$ cat src/rtl/rpc_dev_pkg.sv
// Shared types for the RPC DRAM device-side responder: opcodes, FSM states
// and the decoded command record handed to the backend.
package rpc_dev_pkg;

  typedef enum logic [3:0] {
    OP_WRITE = 4'h1,
    OP_READ  = 4'h2
  } opcode_e;

  typedef enum logic [2:0] {
    IDLE,
    CMD1,
    WR_DATA,
    RD_WAIT,
    RD_PRE,
    RD_DATA,
    RD_POST
  } state_e;

  typedef struct packed {
    logic       we;
    logic [1:0] bank;
    logic [9:0] row;
    logic [9:0] col;
    logic [3:0] len;
  } cmd_t;

  function automatic logic is_valid_op(input logic [3:0] op);
    return (op == OP_WRITE) || (op == OP_READ);
  endfunction

endpackage

$ cat src/rtl/rpc_dev_fifo.sv
// Read-data FIFO between the backend stream and the pad-side read burst.
// Pointers carry one wrap bit so full and empty are distinguishable.
module rpc_dev_fifo #(
  parameter int unsigned DEPTH  = 4,
  parameter int unsigned DATA_W = 16
) (
  input  logic              clk_i,
  input  logic              rst_ni,
  input  logic              flush_i,
  input  logic              push_i,
  input  logic [DATA_W-1:0] data_i,
  input  logic              pop_i,
  output logic [DATA_W-1:0] data_o,
  output logic              empty_o,
  output logic              full_o
);

  localparam int unsigned AW = $clog2(DEPTH);

  logic [DATA_W-1:0] mem [DEPTH];
  logic [AW:0]       wr_ptr;
  logic [AW:0]       rd_ptr;
  logic              do_push;
  logic              do_pop;

  assign empty_o = (wr_ptr == rd_ptr);
  assign full_o  = (wr_ptr[AW] != rd_ptr[AW]) && (wr_ptr[AW-1:0] == rd_ptr[AW-1:0]);
  assign do_pop  = pop_i && !empty_o;
  // A pop frees the slot the push lands in, so push+pop is fine even when full.
  assign do_push = push_i && (!full_o || do_pop);
  assign data_o  = mem[rd_ptr[AW-1:0]];

  always_ff @(posedge clk_i or negedge rst_ni) begin
    if (!rst_ni) begin
      wr_ptr <= '0;
      rd_ptr <= '0;
    end else if (flush_i) begin
      wr_ptr <= '0;
      rd_ptr <= '0;
    end else begin
      if (do_push) wr_ptr <= wr_ptr + (AW + 1)'(1);
      if (do_pop)  rd_ptr <= rd_ptr + (AW + 1)'(1);
    end
  end

  always_ff @(posedge clk_i) begin
    if (do_push && !flush_i) mem[wr_ptr[AW-1:0]] <= data_i;
  end

endmodule

$ cat src/rtl/rpc_dev_responder.sv
// Device-side RPC responder: decodes two-cycle commands from the pads,
// streams write beats to the backend and plays read bursts with DQS framing.
module rpc_dev_responder
  import rpc_dev_pkg::*;
#(
  parameter int unsigned ReadLatency = 4,
  parameter int unsigned FifoDepth   = 4
) (
  input  logic        clk_i,
  input  logic        rst_ni,
  input  logic        csn_i,
  input  logic        stb_i,
  input  logic [15:0] db_i,
  output logic [15:0] db_o,
  output logic        db_oe_o,
  output logic        dqs_o,
  output logic        dqsn_o,
  output logic        dqs_oe_o,
  output logic        cmd_valid_o,
  input  logic        cmd_ready_i,
  output logic        cmd_we_o,
  output logic [1:0]  cmd_bank_o,
  output logic [9:0]  cmd_row_o,
  output logic [9:0]  cmd_col_o,
  output logic [3:0]  cmd_len_o,
  output logic        wdata_valid_o,
  output logic [15:0] wdata_o,
  input  logic        rdata_valid_i,
  input  logic [15:0] rdata_i,
  output logic        rdata_ready_o,
  output logic [2:0]  status_o,
  input  logic        clr_i
);

  localparam logic [3:0] LatInit = 4'(ReadLatency - 2);

  state_e      state_q;
  logic [3:0]  opcode_q;
  logic [1:0]  bank_q;
  logic [9:0]  row_q;
  logic [3:0]  cnt_q;
  logic [3:0]  len_q;
  cmd_t        cmd_q;
  logic [2:0]  status_q;

  logic        cmd_fire;
  logic        valid_op;
  logic        read_beat;
  logic        set_abort;
  logic        set_overrun;
  logic        set_underrun;
  logic        fifo_empty;
  logic        fifo_full;
  logic        fifo_push;
  logic [15:0] fifo_head;
  logic [15:0] beat_data;

  assign cmd_fire     = (state_q == CMD1) && !csn_i && stb_i;
  assign valid_op     = is_valid_op(opcode_q);
  // The first beat is loaded while leaving RD_PRE; cnt_q then holds beats still to load.
  assign read_beat    = (state_q == RD_PRE) || ((state_q == RD_DATA) && (cnt_q != 4'd0));
  assign set_abort    = ((state_q == CMD1) && !cmd_fire) || ((state_q == WR_DATA) && csn_i);
  assign set_overrun  = cmd_fire && valid_op && cmd_valid_o;
  assign set_underrun = read_beat && fifo_empty;
  assign beat_data    = fifo_empty ? 16'h0000 : fifo_head;

  assign rdata_ready_o = !fifo_full;
  assign fifo_push     = rdata_valid_i && rdata_ready_o;

  assign cmd_we_o   = cmd_q.we;
  assign cmd_bank_o = cmd_q.bank;
  assign cmd_row_o  = cmd_q.row;
  assign cmd_col_o  = cmd_q.col;
  assign cmd_len_o  = cmd_q.len;
  assign status_o   = status_q;

  rpc_dev_fifo #(
    .DEPTH  (FifoDepth),
    .DATA_W (16)
  ) u_fifo (
    .clk_i   (clk_i),
    .rst_ni  (rst_ni),
    .flush_i (state_q == RD_POST),
    .push_i  (fifo_push),
    .data_i  (rdata_i),
    .pop_i   (read_beat),
    .data_o  (fifo_head),
    .empty_o (fifo_empty),
    .full_o  (fifo_full)
  );

  always_ff @(posedge clk_i or negedge rst_ni) begin
    if (!rst_ni) begin
      state_q       <= IDLE;
      opcode_q      <= '0;
      bank_q        <= '0;
      row_q         <= '0;
      cnt_q         <= '0;
      len_q         <= '0;
      cmd_q         <= '0;
      cmd_valid_o   <= 1'b0;
      wdata_valid_o <= 1'b0;
      wdata_o       <= '0;
      db_o          <= '0;
      db_oe_o       <= 1'b0;
      dqs_o         <= 1'b0;
      dqsn_o        <= 1'b1;
      dqs_oe_o      <= 1'b0;
    end else begin
      wdata_valid_o <= 1'b0;
      if (cmd_valid_o && cmd_ready_i) cmd_valid_o <= 1'b0;

      case (state_q)
        IDLE: begin
          if (!csn_i && stb_i) begin
            opcode_q <= db_i[15:12];
            bank_q   <= db_i[11:10];
            row_q    <= db_i[9:0];
            state_q  <= CMD1;
          end
        end

        CMD1: begin
          state_q <= IDLE;
          // A command arriving while the previous one is still unaccepted is dropped.
          if (cmd_fire && valid_op && !cmd_valid_o) begin
            cmd_valid_o <= 1'b1;
            cmd_q.we    <= (opcode_q == OP_WRITE);
            cmd_q.bank  <= bank_q;
            cmd_q.row   <= row_q;
            cmd_q.col   <= db_i[9:0];
            cmd_q.len   <= db_i[13:10];
            len_q       <= db_i[13:10];
            if (opcode_q == OP_WRITE) begin
              state_q <= WR_DATA;
              cnt_q   <= db_i[13:10];
            end else begin
              state_q <= RD_WAIT;
              cnt_q   <= LatInit;
            end
          end
        end

        WR_DATA: begin
          if (csn_i) begin
            state_q <= IDLE;
          end else if (!stb_i) begin
            wdata_valid_o <= 1'b1;
            wdata_o       <= db_i;
            if (cnt_q == 4'd0) state_q <= IDLE;
            else               cnt_q   <= cnt_q - 4'd1;
          end
        end

        RD_WAIT: begin
          if (cnt_q == 4'd0) begin
            state_q  <= RD_PRE;
            dqs_oe_o <= 1'b1;
            dqs_o    <= 1'b0;
            dqsn_o   <= 1'b1;
            db_oe_o  <= 1'b0;
          end else begin
            cnt_q <= cnt_q - 4'd1;
          end
        end

        RD_PRE: begin
          state_q <= RD_DATA;
          db_oe_o <= 1'b1;
          dqs_o   <= 1'b1;
          dqsn_o  <= 1'b0;
          db_o    <= beat_data;
          cnt_q   <= len_q;
        end

        RD_DATA: begin
          if (cnt_q == 4'd0) begin
            state_q <= RD_POST;
            dqs_o   <= 1'b0;
            dqsn_o  <= 1'b1;
            db_o    <= '0;
          end else begin
            cnt_q  <= cnt_q - 4'd1;
            dqs_o  <= ~dqs_o;
            dqsn_o <= dqs_o;
            db_o   <= beat_data;
          end
        end

        RD_POST: begin
          state_q  <= IDLE;
          db_oe_o  <= 1'b0;
          dqs_oe_o <= 1'b0;
          dqs_o    <= 1'b0;
          dqsn_o   <= 1'b1;
        end

        default: state_q <= IDLE;
      endcase
    end
  end

  // Sticky error flags; a fresh event in the clearing cycle survives the clear.
  always_ff @(posedge clk_i or negedge rst_ni) begin
    if (!rst_ni) status_q <= '0;
    else         status_q <= (clr_i ? 3'b000 : status_q) | {set_underrun, set_overrun, set_abort};
  end

endmodule

$ cat config.mk
export PLATFORM = sky130hd
export DESIGN_NAME = rpc_dev_responder
export DESIGN_NICKNAME = d
export VERILOG_FILES = /design/src/rtl/rpc_dev_pkg.sv /design/src/rtl/rpc_dev_fifo.sv /design/src/rtl/rpc_dev_responder.sv
export SDC_FILE = /design/constraint.sdc
export NUM_CORES = 1
export LEC_CHECK = 0
export ABC_CLOCK_PERIOD_IN_PS = 4000
export CAP_MARGIN = 20
export CORE_UTILIZATION = 40
export CTS_BUF_LIST = sky130_fd_sc_hd__clkbuf_8
export DETAILED_ROUTE_END_ITERATION = 10
export PLACE_DENSITY = 0.69
export SLEW_MARGIN = 5
export SYNTH_ARGS = -nofsm -noshare
export SYNTH_HDL_FRONTEND = slang
export SYNTH_HIERARCHICAL = 1
export SYNTH_SLANG_ARGS = --single-unit
export TNS_END_PERCENT = 1
$ cat constraint.sdc
create_clock -name clk_i -period 4 [get_ports clk_i]
set_input_delay 0.6 -clock clk_i [delete_from_list [all_inputs] [get_ports clk_i]]
set_output_delay 0.6 -clock clk_i [all_outputs]
set_load 0.005 [all_outputs]
# [Yosys cells after proc, flatten, opt, wreduce, memory -nomap -nowiden]
# Memories as Yosys holds them, arrays and structs flattened.
# Cells that the tools add are included.
[totals] output_inout_bits=69 ff_bits=97 elab_cells=132 memories=1 ramBits=64 input_bits=39
[classes] eq_ne=19 n_reduce_logical=45 bitwise=4 muxes=39 add_sub_neg=3
[mem_list] name="u_fifo.mem" words=4 width=16 rd=1 rd_clocked_by_memory_dff=0 write_ports=1 line="rpc_dev_fifo.sv:20" text="logic [DATA_W-1:0] mem [DEPTH];"
[ops] op="2-to-1 mux 3 bit" count=11
[ops] op="2-to-1 mux 16 bit" count=2
[ops] op="case mux 16 bit (2 select lines)" count=1
[ops] op="2-to-1 mux 4 bit" count=5
[ops] op="case mux 3 bit (6 select lines)" count=1
[ops] op="logical AND 1 bit" count=16
[ops] op="case mux 4 bit (4 select lines)" count=1
[ops] op="2-to-1 mux 1 bit" count=13
[ops] op="nonzero test 4 bit" count=3
[ops] op="AND reduction 2 bit" count=5
[ops] op="== test 3 bit (second input constant)" count=3
[ops] op="!= test 2 bit (second input constant)" count=4
[ops] op="case mux 1 bit (4 select lines)" count=2
[ops] op="nonzero test 2 bit" count=4
[ops] op="adder 3 x 1 -> 3 bit (second input constant)" count=2
[ops] op="== test 3 x 2 -> 1 bit (second input constant)" count=2
[ops] op="logical NOT 1 bit" count=6
[ops] op="AND reduction 5 bit" count=1
[ops] op="== test 4 x 1 -> 1 bit (second input constant)" count=1
[ops] op="== test 4 x 2 -> 1 bit (second input constant)" count=1
[ops] op="logical NOT 4 bit" count=1
[ops] op="logical OR 1 bit" count=4
[ops] op="!= test 2 x 1 -> 1 bit (second input constant)" count=2
[ops] op="AND reduction 4 bit" count=1
[ops] op="other kinds (16)" count=18

# [Longest topological paths before layout]
# Gate-level depths: netlist (run 1).
[logic_depth] word_depth=9 mapped_depth=8 depth_no_buf=7

# [Modules after synthesis]
# The synthesis (run 1) kept the hierarchy.
[modules_own_cells] mod="rpc_dev_responder" area_each_um2=3841.2 seq_area_each_um2=2278.4 cells_per_inst=282 n_inst=1
[modules_own_cells] mod="rpc_dev_fifo" area_each_um2=2882.8 seq_area_each_um2=2072.0 cells_per_inst=139 n_inst=1

# [Least setup slack after synthesis (run 1)]
# Ideal clock, no wire load.
[synth_timing] path_kind="register -> register" start="register cnt_q[0]" end="memory u_fifo.mem[3][0], enable pin" required_ns=3.626 stages_incl_launch_ff=8 arrival_time_ns=1.880 setup_ns=0.374 path_slack_ns=1.746 period_less_slack_ns=2.254 path_buffers=0 path_cell_list="dfrtp_1 > inv_1 > ha_1 > nor3b_2 > a21oi_1 > inv_1 > a41oi_1 > and2_1"
[synth_via] elab_chain_cells=9
[synth_lines] item="start: declaration" line="rpc_dev_responder.sv:41" text="logic [3:0] cnt_q;"
[synth_lines] item="start signal: assignment" line="rpc_dev_responder.sv:136" text="cnt_q <= db_i[13:10];"
[synth_lines] item="start signal: assignment" line="rpc_dev_responder.sv:139" text="cnt_q <= LatInit;"
[synth_lines] item="start signal: assignment" line="rpc_dev_responder.sv:151" text="else cnt_q <= cnt_q - 4'd1;"
[synth_lines] item="nonzero test 4 bit" line="rpc_dev_responder.sv:61" text="assign read_beat = (state_q == RD_PRE) || ((state_q == RD_DATA) && (cnt_q != 4'd0));"
[synth_lines] item="logical AND 1 bit" line="rpc_dev_responder.sv:61"
[synth_lines] item="logical OR 1 bit" line="rpc_dev_responder.sv:61"
[synth_lines] item="net read_beat" line="rpc_dev_responder.sv:48" text="logic read_beat;"
[synth_lines] item="logical AND 1 bit" line="rpc_dev_fifo.sv:28" text="assign do_pop = pop_i && !empty_o;"
[synth_lines] item="logical OR 1 bit" line="rpc_dev_fifo.sv:30" text="assign do_push = push_i && (!full_o || do_pop);"
[synth_lines] item="logical AND 1 bit" line="rpc_dev_fifo.sv:30"
[synth_lines] item="logical AND 1 bit" line="rpc_dev_fifo.sv:47" text="if (do_push && !flush_i) mem[wr_ptr[AW-1:0]] <= data_i;"
[synth_lines] item="2-to-1 mux 1 bit" line="rpc_dev_fifo.sv:47"
[synth_lines] item="2-to-1 mux 1 bit (not written as such)" line="rpc_dev_fifo.sv:47"
[synth_lines] item="end: declaration" line="rpc_dev_fifo.sv:20"
# The timed path passes the listed nets, and every way through them passes these cells.

# [Final worst setup path (run 1)]
# Same ends and word-level chain as after synthesis.

==> results.md, run 1 <==
- Largest net degree at the start of global routing: 49
- Sw Ratio: 26.9%
- Gate power share: 27.8%
- TritonCTS clock tree: built
- Seq pwr share: 48.1%
- R2r setup slk: 1140 ps
- CP Capture Type: flip-flop
- Die area: 17300 um^2
- Die Wd: 132 um
- Fmax: 0.350 GHz
- Worst Tran Pin Value: 938 ps
- Cts repair resizes: 0
- Outcome: complete, no violations
- Most frequent cells in the layout: clkdlybuf4s50_1, dfrtp_1, edfxtp_1, mux2_2, clkbuf_8
- Final setup margin: 1140 ps
- CP cell instances: inv_1 > ha_1 > nor3b_2 > a21oi_1 > inv_1 > a41oi_1 > and2_1
- RSZ-0062 raised after global routing: false
- Hold WS: 186 ps
- CTS sink cnt: 161
- Ys Warns: 6
- Most frequent CP cell: inv_1
- Initial DRC Count: 160
- Min Tclk post-route: 2860 ps
- # IOs: 108
- Final setup viols: 0
- Drt drc: 0
- Async set-reset flop share out of synthesis: 60.2%
- Clk network pwr share: 24.1%
- Setup bufs post-CTS: 0
- Synth Instances: 421
- Die Y: 132 um
- Clock buffer depth: 2
- Grt peak-use layer: met2
- Max incr delay on CP: 770 ps
- RePlAce Congestion: 0.759
- Layout cell share with drive strength beyond 1: 23.4%
- Power Total: 4.95 mW
- Vias in the first global route: 4083
- Hold Fails Final Rpt: 0
- Peak supply drop: 0.562 mV
- Slowest cell on crit path: and2_1
- Syn nets: 467
- Register area share after synthesis: 64.7%
- Skew-Pair Late Insertion Delay: 450 ps
- Worst-path clk slew: 80 ps
- Required @ worst endpoint: 4070 ps
- Final Cycle Share: 71.4%
- Final nets: 580
- Worst path arrival time: 2920 ps
- Via count: 3942
- Internal: 3.62 mW
- Reg2reg start: cnt_q[0]$_DFFE_PN0P_
- ANT cells: 0
- Flops & latches, synth: 161
- Syn Area/Cell: 16.0 um^2
- GR Util All Layers: 16.6%
- Final Slew Violations: 0
- Core Box Area: 16500 um^2
- Most common cell after layout, fill and taps aside: clkdlybuf4s50_1
- Initial antenna violation count: 0
- Max_slew headroom: 37.5%
- Met2 GRT Util: 26.8%
- Pre-Repair DR Iteration Count: 4
- Hpwl dp: 9160 um
- DRT Wirelength: 13500 um
- Critical path type: reg -> reg
- DR vias/cell: 5.15
- Switching Power: 1.33 mW
- Starting Density: 40.7%
- GRT met3 Usage: 5.25%
- Worst-path maximum fanout: 16
- # port buffers: 107
- Max-cap violations: 0
- Grt ovf: 0
- TritonCTS Buffers: 17
- Mapped Area: 6720 um^2
- Hold Path Class: in -> async
- Pwr dens: 588 nW/um^2
- R2R cell count: 7
- DR WL/cell: 17.6 um
- Final ANT Viol Nets: 0
- Number of enable flip-flop cells after synthesis: 64
- Row cnt: 47
- Reg-to-Reg End: u_fifo/mem[3][0]$_DFFE_PP_
- First-pass GRT wire length: 21900 um
- Final Util: 51.0%
- Static Leak: 3.38 nW
- Clock root buffer: clkbuf_8
- Setup TNS: 0 ps
- Hold_buf cts: 0
- Library cells used by synthesis: 59
- Dominant synthesized flop cell: dfrtp_1
- GRT met1 Usage: 21.5%
- Worst Skew: 11.4 ps
- Setup crit start kind: flip-flop
- Pre-CTS WS: 1170 ps
- Syn-to-layout area delta: 25.3%
- H-tree depth: 4
-- sequential cells by signal, summed over array words and instances (netlist names), 2 cells and up --
register,flops
row_q,10
opcode_q,4
u_fifo/wr_ptr,3
state_q,3
bank_q,2
cnt_q,4
cmd_row_o,10
cmd_bank_o,2
cmd_col_o,10
u_fifo/rd_ptr,3
wdata_o,16
u_fifo/mem,64
db_o,16
status_o,3
cmd_len_o,4
-- cells in the mapped netlist, types with 2 or more instances --
library cell,n,share of area (%)
mux4_2,15,5.0
xnor2_1,2,0.26
nand2b_1,10,0.93
nor2b_1,9,0.84
a221oi_1,2,0.26
ha_1,7,1.3
inv_1,18,1.0
nand3b_1,2,0.22
buf_6,4,0.67
a32oi_1,2,0.26
xnor2_4,2,0.82
o211ai_1,3,0.33
edfxtp_1,64,29
a22o_1,17,2.2
nor3_1,2,0.15
buf_2,8,0.60
a31oi_1,3,0.28
clkbuf_1,6,0.33
o221ai_1,2,0.26
nand4_1,3,0.28
nand2_1,8,0.45
o21ai_0,8,0.60
a21oi_1,6,0.45
mux2i_1,5,0.74
buf_1,2,0.11
mux2_1,2,0.33
and2_1,4,0.37
dfrtp_1,96,36
nor2_1,14,0.78
a41oi_1,2,0.26
mux2_2,53,8.9
nand3_1,5,0.37
mux2_4,9,2.0
-- worst max-delay path by stage --
stage	startpoint	endpoint	slack, ps	depth (start not counted)
global placement	rdata_valid_i	u_fifo/mem[0][3]$_DFFE_PP_	1280	5
detailed placement	cnt_q[0]$_DFFE_PN0P_	u_fifo/mem[3][3]$_DFFE_PP_	1170	7
global route	state_q[2]$_DFFE_PN0P_	u_fifo/mem[3][3]$_DFFE_PP_	940	5
CTS	cnt_q[0]$_DFFE_PN0P_	u_fifo/mem[3][0]$_DFFE_PP_	1130	7
finish	cnt_q[0]$_DFFE_PN0P_	u_fifo/mem[3][0]$_DFFE_PP_	1140	7
floorplan	cnt_q[0]$_DFFE_PN0P_	u_fifo/mem[3][0]$_DFFE_PP_	1750	7
-- worst max-delay path, delay by kind of cell (launching register included) --
kind,cells,cell delay [ps]
AOI/OAI and AO/OA,2,610
adders and majority gates,1,210
buffers and inverters,2,260
DFF,1,420
and+or+nand+nor,2,970
-- layout make-up --
cell class                 instances  area (um^2)
clock inverter                     9          104
clock buffer                      22          303
tap                              220          275
fill                            1356         8100
multi-input combinational        221         2180
timing repair buffer             115         1140
sequential                       161         4350
inverter                          18         67.6
-- through the flow --
step / instance area [um^2] / cells
3_3_place_gp: 8000 / 734
2_1_floorplan: 6720 / 421
5_1_grt: 8420 / 766
3_5_place_dp: 8020 / 735
4_1_cts: 8420 / 766
6_report: 8420 / 766
-- cell families after synthesis --
logic type / after synthesis / synth area share (%)
flip-flops: 161 / 64.7
multiplexers: 85 / 17.4
AND/OR/NAND/NOR: 67 / 5.82
AO/OA/AOI/OAI: 56 / 6.51
buffers and inverters: 39 / 2.83
adder cells (fa/ha/maj): 7 / 1.30
XOR/XNOR: 6 / 1.45
-- power groups by stage --
stage / combinational, mW / clock [mW] / sequential [mW]
2_1_floorplan: 0.720 / 0 / 2.37
3_3_place_gp: 1.36 / 0 / 2.39
3_5_place_dp: 1.39 / 0 / 2.42
4_1_cts: 1.40 / 1.23 / 2.39
5_1_grt: 1.50 / 1.29 / 2.44
6_report: 1.38 / 1.19 / 2.38
-- routing by layer --
metal  part of all wire (%)  wire length [um]
met2                     48              6490
met3                    6.6               895
met5                      0                 0
met4                    1.2               161
met1                     44              5940
Power figures use the tool's default switching activity.
==> run 2, diff against run 1 <==
- ABC_CLOCK_PERIOD_IN_PS: 4000 -> 2430
- PLACE_DENSITY: 0.69 -> 0.71
- clock period: 4 -> 2.43 ns (I/O delays scaled with it)
==> run 2 against run 1 <==
  * Non-clock buffer count increased by 20
  * Count of clock-buffer cells in the layout decreased by 2
  * Setup slack got worse by 990 ps
  * Clock skew increased by 4.9 ps
  * Critical path type is now reg -> out
  * Largest cell class unchanged
  * Sequential cell count unchanged
  * Clock power increased by 71%
  * Power increased by 69%
  * Cell area increased by 2.6%
  * Sequential share of layout area decreased by 1.3 points
  * Via count increased by 2.9%
  * Register-to-register slack got worse by 930 ps
==> results.md, run 2 (synthesis gave the netlist of run 1 again) <==
- Gate power share: 29.0%
- Max reg flops: 64
- Setup TNS: 0 ps
- ANT cells: 0
- Final Cycle Share: 93.8%
- DRT Wirelength: 14000 um
- Vias in the first global route: 4213
- Final ANT Viol Nets: 0
- Critical path type: reg -> out
- Static Leak: 3.51 nW
- # port buffers: 107
- DR WL/cell: 17.7 um
- Layout cell share with drive strength beyond 1: 25.9%
- Worst Tran Pin Value: 531 ps
- Setup crit start kind: flip-flop
- Hold Path Class: in -> async
- Reg2reg start: cnt_q[0]$_DFFE_PN0P_
- CP cell instances: xnor2_4 > nand2_1 > nor2_1 > inv_1 > clkdlybuf4s50_1
- Internal: 6.13 mW
- Grt peak-use layer: met2
- Starting Density: 40.7%
- Row cnt: 47
- Die Y: 132 um
- Pwr dens: 971 nW/um^2
- RePlAce Congestion: 0.824
- Drt drc: 0
- Cell Area, Placed: 8200 um^2
- Final setup viols: 0
- Initial DRC Count: 168
- Slowest cell on crit path: dfrtp_1
- Final Util: 52.3%
- Worst-path clk slew: 90 ps
- Syn-to-layout area delta: 28.5%
- H-tree depth: 4
- Hpwl dp: 9410 um
- GR Util All Layers: 17.3%
- CTS sink cnt: 161
- Outcome: complete, no violations
- R2R cell count: 8
- Largest net degree at the start of global routing: 45
- Worst setup path end: rdata_ready_o
- Core Box Area: 16500 um^2
- Worst path arrival time: 1910 ps
- Die Wd: 132 um
- Final Slew Violations: 0
- GRT met1 Usage: 22.2%
- Met2 GRT Util: 27.8%
- Worst-path maximum fanout: 5
- Skew-Pair Late Insertion Delay: 470 ps
- Register area: 4350 um^2
- Fmax: 0.439 GHz
- First-pass GRT wire length: 22600 um
- Via count: 4056
- Power Total: 8.39 mW
- Hold Fails Final Rpt: 0
- Final setup margin: 152 ps
- Seq pwr share: 46.8%
- Sw Ratio: 27.0%
- TritonCTS clock tree: built
- Multi-input logic area: 2190 um^2
- Max-cap violations: 0
- Most frequent cells in the layout: clkdlybuf4s50_1, dfrtp_1, edfxtp_1, mux2_2, buf_4
- Die area: 17300 um^2
- Min Tclk post-route: 2280 ps
- Post-route cell area: 8640 um^2
- Peak supply drop: 0.557 mV
- # IOs: 108
- Clk network pwr share: 24.2%
- Worst setup startpoint: u_fifo/wr_ptr[0]$_DFFE_PN0P_
- GRT met3 Usage: 4.48%
- Final nets: 600
- R2r setup slk: 210 ps
- Grt ovf: 0
- TritonCTS Buffers: 17
- CP Capture Type: primary output
- Worst Skew: 16.4 ps
- Max incr delay on CP: 490 ps
- Pre-Repair DR Iteration Count: 4
- Required @ worst endpoint: 2070 ps
- DR vias/cell: 5.15
- RSZ-0062 raised after global routing: false
- Reg-to-Reg End: u_fifo/mem[2][4]$_DFFE_PP_
- Initial antenna violation count: 0
- Max_slew headroom: 64.6%
- Clock buffer depth: 2
- Clock root buffer: clkbuf_8
- Pre-CTS WS: -11.3 ps
- Switching Power: 2.26 mW
- Most common cell after layout, fill and taps aside: clkdlybuf4s50_1
- # fillers: 1345
run 2: cell types whose count changed in the layout (fill, tap and decap cells not counted), sizes merged, moves of 2 or more:
cell      change
buf          +19
clkinv        +4
clkinvlp      -3
clkbuf        -2
run 2: layout make-up:
type | count | share of cell area, %
clock inverter | 12 | 1.62
inverter | 18 | 0.782
sequential | 161 | 50.3
tap | 220 | 3.18
timing repair buffer | 135 | 15.5
clock buffer | 20 | 3.18
multi-input combinational | 221 | 25.3
run 2: routing by layer:
metal / share of wire (%) / wire (um)
met4: 0.93 / 130
met3: 6.0 / 840
met5: 0 / 0
met1: 43 / 6040
met2: 50 / 6940
run 2: repair_timing:
action,CTS,global route
endpoints found under the hold margin,36,0
pin swaps,1,0
setup endpoints to repair,1,46
buffers inserted,1,0
resized for setup,0,1
hold buffers,1,0
run 2: worst min-delay path by stage:
stage	cells after the start	to	startpoint
after floorplan	0	bank_q[0]$_DFFE_PN0P_	rst_ni
after global placement	1	wdata_o[9]$_DFFE_PN0P_	rst_ni
after detailed placement	1	cmd_row_o[9]$_DFFE_PN0P_	rst_ni
after CTS	2	wdata_o[10]$_DFFE_PN0P_	rst_ni
after global routing	2	cmd_row_o[9]$_DFFE_PN0P_	rst_ni
final	2	wdata_o[10]$_DFFE_PN0P_	rst_ni
run 2: power by group through the flow:
stage | registers [mW] | logic [mW] | clock network [mW]
4_1_cts | 3.94 | 2.46 | 2.09
3_5_place_dp | 3.99 | 2.43 | 0
5_1_grt | 4.02 | 2.63 | 2.20
6_report | 3.93 | 2.43 | 2.03
2_1_floorplan | 3.91 | 1.19 | 0
3_3_place_gp | 3.96 | 2.36 | 0
run 2: stage by stage:
stage | std cells | hold WS [ps]
5_1_grt | 787 | 457
6_report | 787 | 419
2_1_floorplan | 421 | 68.9
4_1_cts | 787 | 407
3_3_place_gp | 753 | 381
3_5_place_dp | 753 | 380
run 2: critical path, delay by kind of cell (launching register included):
| kind | cells | cell delay, ps |
|---|---|---|
| XOR/XNOR | 1 | 200 |
| buffers and inverters | 2 | 500 |
| flip-flops | 1 | 490 |
| AND/OR/NAND/NOR | 2 | 260 |
==> run 3, diff against run 2 <==
- ABC_AREA: not set -> 1
- CTS_BUF_LIST: sky130_fd_sc_hd__clkbuf_8 -> not set
==> run 3 against run 2 <==
  * Power rose by 20%
  * Sequential share of layout area rose by 0.43 points
  * Hold slack improved by 48 ps
  * Non-clock buffer count fell by 12
  * Via count rose by 19%
  * Final cell count rose by 27%
  * Core utilization rose by 0.88 points
==> results.md, run 3 <==
- Outcome: complete, no violations
- Die area: 17200 um^2
- Async set-reset flop share out of synthesis: 60.2%
- Mapped Area: 6680 um^2
- Required @ worst endpoint: 2070 ps
- H-tree depth: 4
- Dominant synthesized flop cell: dfrtp_1
- ANT cells: 0
- Pre-Repair DR Iteration Count: 7
- Hold Path Class: reg -> reg
- Yosys top cell by area: dfrtp_1
- Worst-path maximum fanout: 5
- Layout cell share with drive strength beyond 1: 8.85%
- R2R cell count: 12
- Final ANT Viol Nets: 0
- Peak supply drop: 0.713 mV
- Grt ovf: 0
- # port buffers: 107
- Share of the synthesized area in the top cell type: 36.0%
- Vias in the first global route: 4526
- Synth Instances: 652
- DR WL/cell: 14.3 um
- Ys Warns: 6
- Number of enable flip-flop cells after synthesis: 64
- Final setup margin: 154 ps
- Library cells used by synthesis: 34
- CP Capture Type: primary output
- TritonCTS clock tree: built
- Initial DRC Count: 333
- Syn Area/Cell: 10.2 um^2
- Max reg flops: 64
- Syn-to-layout area delta: 28.3%
- Count leader, synth: nand2_1
- Flops & latches, synth: 161
- Register area: 4350 um^2
- Core Box Area: 16100 um^2
- Row cnt: 46
- Worst path arrival time: 1910 ps
- Hpwl dp: 9640 um
- Hold Fails Final Rpt: 0
- First-pass GRT wire length: 23300 um
- Top area cells in the synthesized netlist: dfrtp_1, edfxtp_1, nand2_1
- Multi-input logic area: 1900 um^2
- Final Slew Violations: 0
- Fmax: 0.439 GHz
- Power Total: 10.1 mW
- DRT Wirelength: 14200 um
- Via count: 4826
- # fillers: 1420
- Initial antenna violation count: 0
- Die Y: 131 um
- RSZ-0062 raised after global routing: false
- Final setup viols: 0
- Max-cap violations: 0
- Largest net degree at the start of global routing: 57
- Most frequent cells in the layout: nand2_1, clkdlybuf4s50_1, o21ai_0, dfrtp_1, inv_1
- Max_slew headroom: 43.2%
- TritonCTS Buffers: 17
- DR vias/cell: 4.85
- Worst Tran Pin Value: 851 ps
- Min-Delay Path Depth: 2
- Register area share after synthesis: 65.1%
- Syn nets: 698
- Min Tclk post-route: 2280 ps
- Pre-CTS WS: 190 ps
- Top cells by count, synth: nand2_1, dfrtp_1, o21ai_0
- Worst-path clk slew: 60 ps
- # IOs: 108
- RePlAce Congestion: 0.864
- Worst Skew: 6.58 ps
- Final Cycle Share: 93.7%
- Static Leak: 3.79 nW
- Most common cell after layout, fill and taps aside: nand2_1
- Setup crit start kind: flip-flop
- Skew-Pair Late Insertion Delay: 430 ps
- Final nets: 813
- Clock root buffer: clkbuf_16
- Die Wd: 131 um
- Critical path type: reg -> out
- Clock buffer depth: 2
- Starting Density: 41.4%
- Drt drc: 0
- GR Util All Layers: 17.3%
- Pwr dens: 1180 nW/um^2
- CTS sink cnt: 161
[run 3: final timing paths]
path,start,to,slack [ps]
worst max register to register,cnt_q[0]$_DFFE_PN0P_,u_fifo/mem[0][14]$_DFFE_PP_,240
worst min-delay path,bank_q[1]$_DFFE_PN0P_,cmd_bank_o[1]$_DFFE_PN0P_,470
worst max-delay path,u_fifo/wr_ptr[0]$_DFFE_PN0P_,rdata_ready_o,150
worst min register to register,bank_q[1]$_DFFE_PN0P_,cmd_bank_o[1]$_DFFE_PN0P_,470
max in group asynchronous,rst_ni,wdata_o[2]$_DFFE_PN0P_,1260
min in group asynchronous,rst_ni,status_o[1]$_DFF_PN0_,480
[run 3: stage by stage]
| stage | hold WS, ps | std cells | setup TNS [ps] | cell area (um^2) | utilization [%] |
|---|---|---|---|---|---|
| after global placement | 393 | 962 | 0 | 8000 | 49.6 |
| after global routing | 481 | 996 | 0 | 8570 | 53.2 |
| after floorplan | 68.9 | 652 | -1270 | 6680 | - |
| after CTS | 466 | 995 | 0 | 8540 | 53.0 |
| after detailed placement | 396 | 962 | 0 | 8000 | 49.6 |
| final | 467 | 996 | 0 | 8570 | 53.2 |
[run 3: power by group]
part	switching, mW	internal (mW)	total [mW]	leakage [nW]
combinational	1.92	1.59	3.52	1.69
clock	1.09	1.31	2.40	0.256
sequential	0.468	3.71	4.18	1.84
total	3.49	6.61	10.1	3.79
[run 3: cell type report]
class,instances,area share (%)
clock buffers,17,4.96
inverters,75,3.31
clock inverters,15,1.27
flip-flops and latches,161,50.8
repair buffers,123,14.4
well taps,216,3.15
multi-input cells,389,22.2
[run 3: kinds of logic after synthesis]
family	synth area share (%)
DFF	65.1
xor gates and xnor gates	0.806
and+or+nand+nor	15.5
adders and majority gates	1.31
AOI/OAI and AO/OA	10.7
buffers and inverters	6.52
[run 3: routing by layer]
metal | vias to the layer above | part of all wire (%) | global-route usage [%]
met4 | 0 | 1.5 | 6.67
met1 | 2289 | 45 | 22.6
met2 | 142 | 49 | 28.0
met5 | - | 0 | 0
met3 | 16 | 4.5 | 3.94
li1 | 2379 | - | -
[run 3: critical path: stages (launching register included)]
cell and delay (ps):
dfrtp_1 430, inv_1 150, nand2_1 90, nand2_2 100
nand2_1 60, nor2_1 150, inv_1 60, clkdlybuf4s50_1 450
[run 3: repair_timing]
item                       4_1_cts  5_1_grt
hold endpoints to repair        40        0
resized for setup                0        8
hold buffers                     1        0
buffers inserted                 0        0
setup endpoints to repair        0       64
==> RTL edit (settings of run 2) <==
Make the reset (`rst_ni`) synchronous in 3 clocked blocks.
--- a/src/rtl/rpc_dev_fifo.sv
+++ b/src/rtl/rpc_dev_fifo.sv
@@ -30,7 +30,7 @@
   assign do_push = push_i && (!full_o || do_pop);
   assign data_o  = mem[rd_ptr[AW-1:0]];
 
-  always_ff @(posedge clk_i or negedge rst_ni) begin
+  always_ff @(posedge clk_i) begin
     if (!rst_ni) begin
       wr_ptr <= '0;
       rd_ptr <= '0;
--- a/src/rtl/rpc_dev_responder.sv
+++ b/src/rtl/rpc_dev_responder.sv
@@ -89,7 +89,7 @@
     .full_o  (fifo_full)
   );
 
-  always_ff @(posedge clk_i or negedge rst_ni) begin
+  always_ff @(posedge clk_i) begin
     if (!rst_ni) begin
       state_q       <= IDLE;
       opcode_q      <= '0;
@@ -201,7 +201,7 @@
   end
 
   // Sticky error flags; a fresh event in the clearing cycle survives the clear.
-  always_ff @(posedge clk_i or negedge rst_ni) begin
+  always_ff @(posedge clk_i) begin
     if (!rst_ni) status_q <= '0;
     else         status_q <= (clr_i ? 3'b000 : status_q) | {set_underrun, set_overrun, set_abort};
   end
Function: differs if rst_ni is asserted again (counterexample within 4 cycles, from zero or initial values and one cycle with rst_ni low); with rst_ni held inactive, the same outputs for 4 cycles.
==> RTL edit against run 2 <==
Non-clock buffer count up 2; sequential share of layout area down 4.2 points; synthesized cell count up 41%; wire length up 7.3%; count of clock-buffer cells in the layout down 3; cell area down 2.0%; setup slack better by 0.030 ns; synthesized area down 3.1%; worst hold slack better by 0.039 ns; sequential cell count up 2; cell count up 20%; largest cell class unchanged; highest routed layer unchanged.
Power is not compared: it rests on default switching activity, and its combinational part moved more than twofold at a synthesized area within 25%.
==> RTL edit: results (changes against run 2) <==
The number of instances in the placed design is 915 (+22%). For the pin count of the biggest net entering global routing, the log shows 54 (+20%). The hold slack is 0.457 ns (+0.0387 ns). The weighted congestion reported at the end of routability-driven placement came out at 0.858 (+4.1%). After synthesis, the cell types taking the most area are dfxtp_1 30%, edfxtp_1 30%, nand2_1 8.1%, a21oi_1 5.8%, mux4_1 4.0%. The run gives 764 (+27%) as the net count reported at finish. The share of final-layout standard cells stronger than drive strength 1 is 11.6% (-14 points).

For the clock tree skew after final layout, the log shows 0.00959 ns (-0.00678 ns). The cell count after synthesis is 595 (+41%), and the via density per instance is 5.06 (-1.8%). The tools report the final worst slack as 0.182 ns (+0.0304 ns). The post-synthesis net count was 641 (+37%).

The max-slew headroom at the worst pin is 69.2% (+4.6 points). The register-to-register setup slack is 0.18 ns (-0.03 ns), and the setup slack at placement is 0.00844 ns (+0.0198 ns). The critical path's largest stage delay is 0.44 ns (-0.05 ns), and the share of the synthesized area in the top cell type is 30.4% (-5.3 points). The detailed-route wire length per cell is 15.8 µm (-11%), and the highest fanout seen on the critical path is 7 (+2). The logs give 1.88 ns (-0.03 ns) for the data arrival time of the critical path and 241 (+43%) for the number of DRC markers in iteration 0. The HPWL after detailed placement is 10.2 mm (+8.9%), and the synthesis-to-finish area growth is 30.0%. The run gives 59.9% (-4.8 points) as the post-synthesis sequential area ratio. The run finished with clean final reports.
[RTL edit: cell types whose count changed in the layout (fill, tap and decap cells not counted), sizes merged, moves of 10 or more]
cell   delta
nand2   +133
dfxtp    +99
dfrtp    -96
a21oi    +69
mux2     -64
a22o     -17
a22oi    +16
nor2b    +10
[RTL edit: worst paths after layout]
kind | from | cells past startpoint | endpoint
worst min register to register | row_q[6]$_SDFFE_PN0P_ | 2 | cmd_row_o[6]$_SDFFE_PN0P_
worst max register to register | opcode_q[3]$_SDFFE_PN0P_ | 6 | cmd_row_o[0]$_SDFFE_PN0P_
worst max-delay path | u_fifo/wr_ptr[1]$_SDFFE_PP0P_ | 5 | rdata_ready_o
worst min-delay path | row_q[6]$_SDFFE_PN0P_ | 2 | cmd_row_o[6]$_SDFFE_PN0P_
[RTL edit: cell type report]
type / count / share of cell area [%]
Sequential cell: 163 / 46.1
Multi-Input combinational cell: 383 / 28.9
Timing Repair Buffer: 137 / 16.3
Tap cell: 216 / 3.19
Clock buffer: 17 / 2.76
Clock inverter: 15 / 1.95
Inverter: 16 / 0.709
[RTL edit: per-layer routing]
layer	track usage, %	routed length [µm]	vias to the layer above
met1	21.2	6210	2295
met5	0	0	-
met4	6.43	270	0
met3	6.23	947	22
li1	-	-	2347
met2	33.0	7550	128
[RTL edit: kinds of logic after synthesis]
| kind of cell | count (synthesis) | share of synthesized area (%) |
|---|---|---|
| simple gates | 217 | 15.0 |
| flops | 163 | 59.9 |
| compound gates | 130 | 12.2 |
| buf+inv | 49 | 3.23 |
| mux | 24 | 7.34 |
| fa+ha+maj | 7 | 1.34 |
| xor+xnor | 5 | 0.903 |
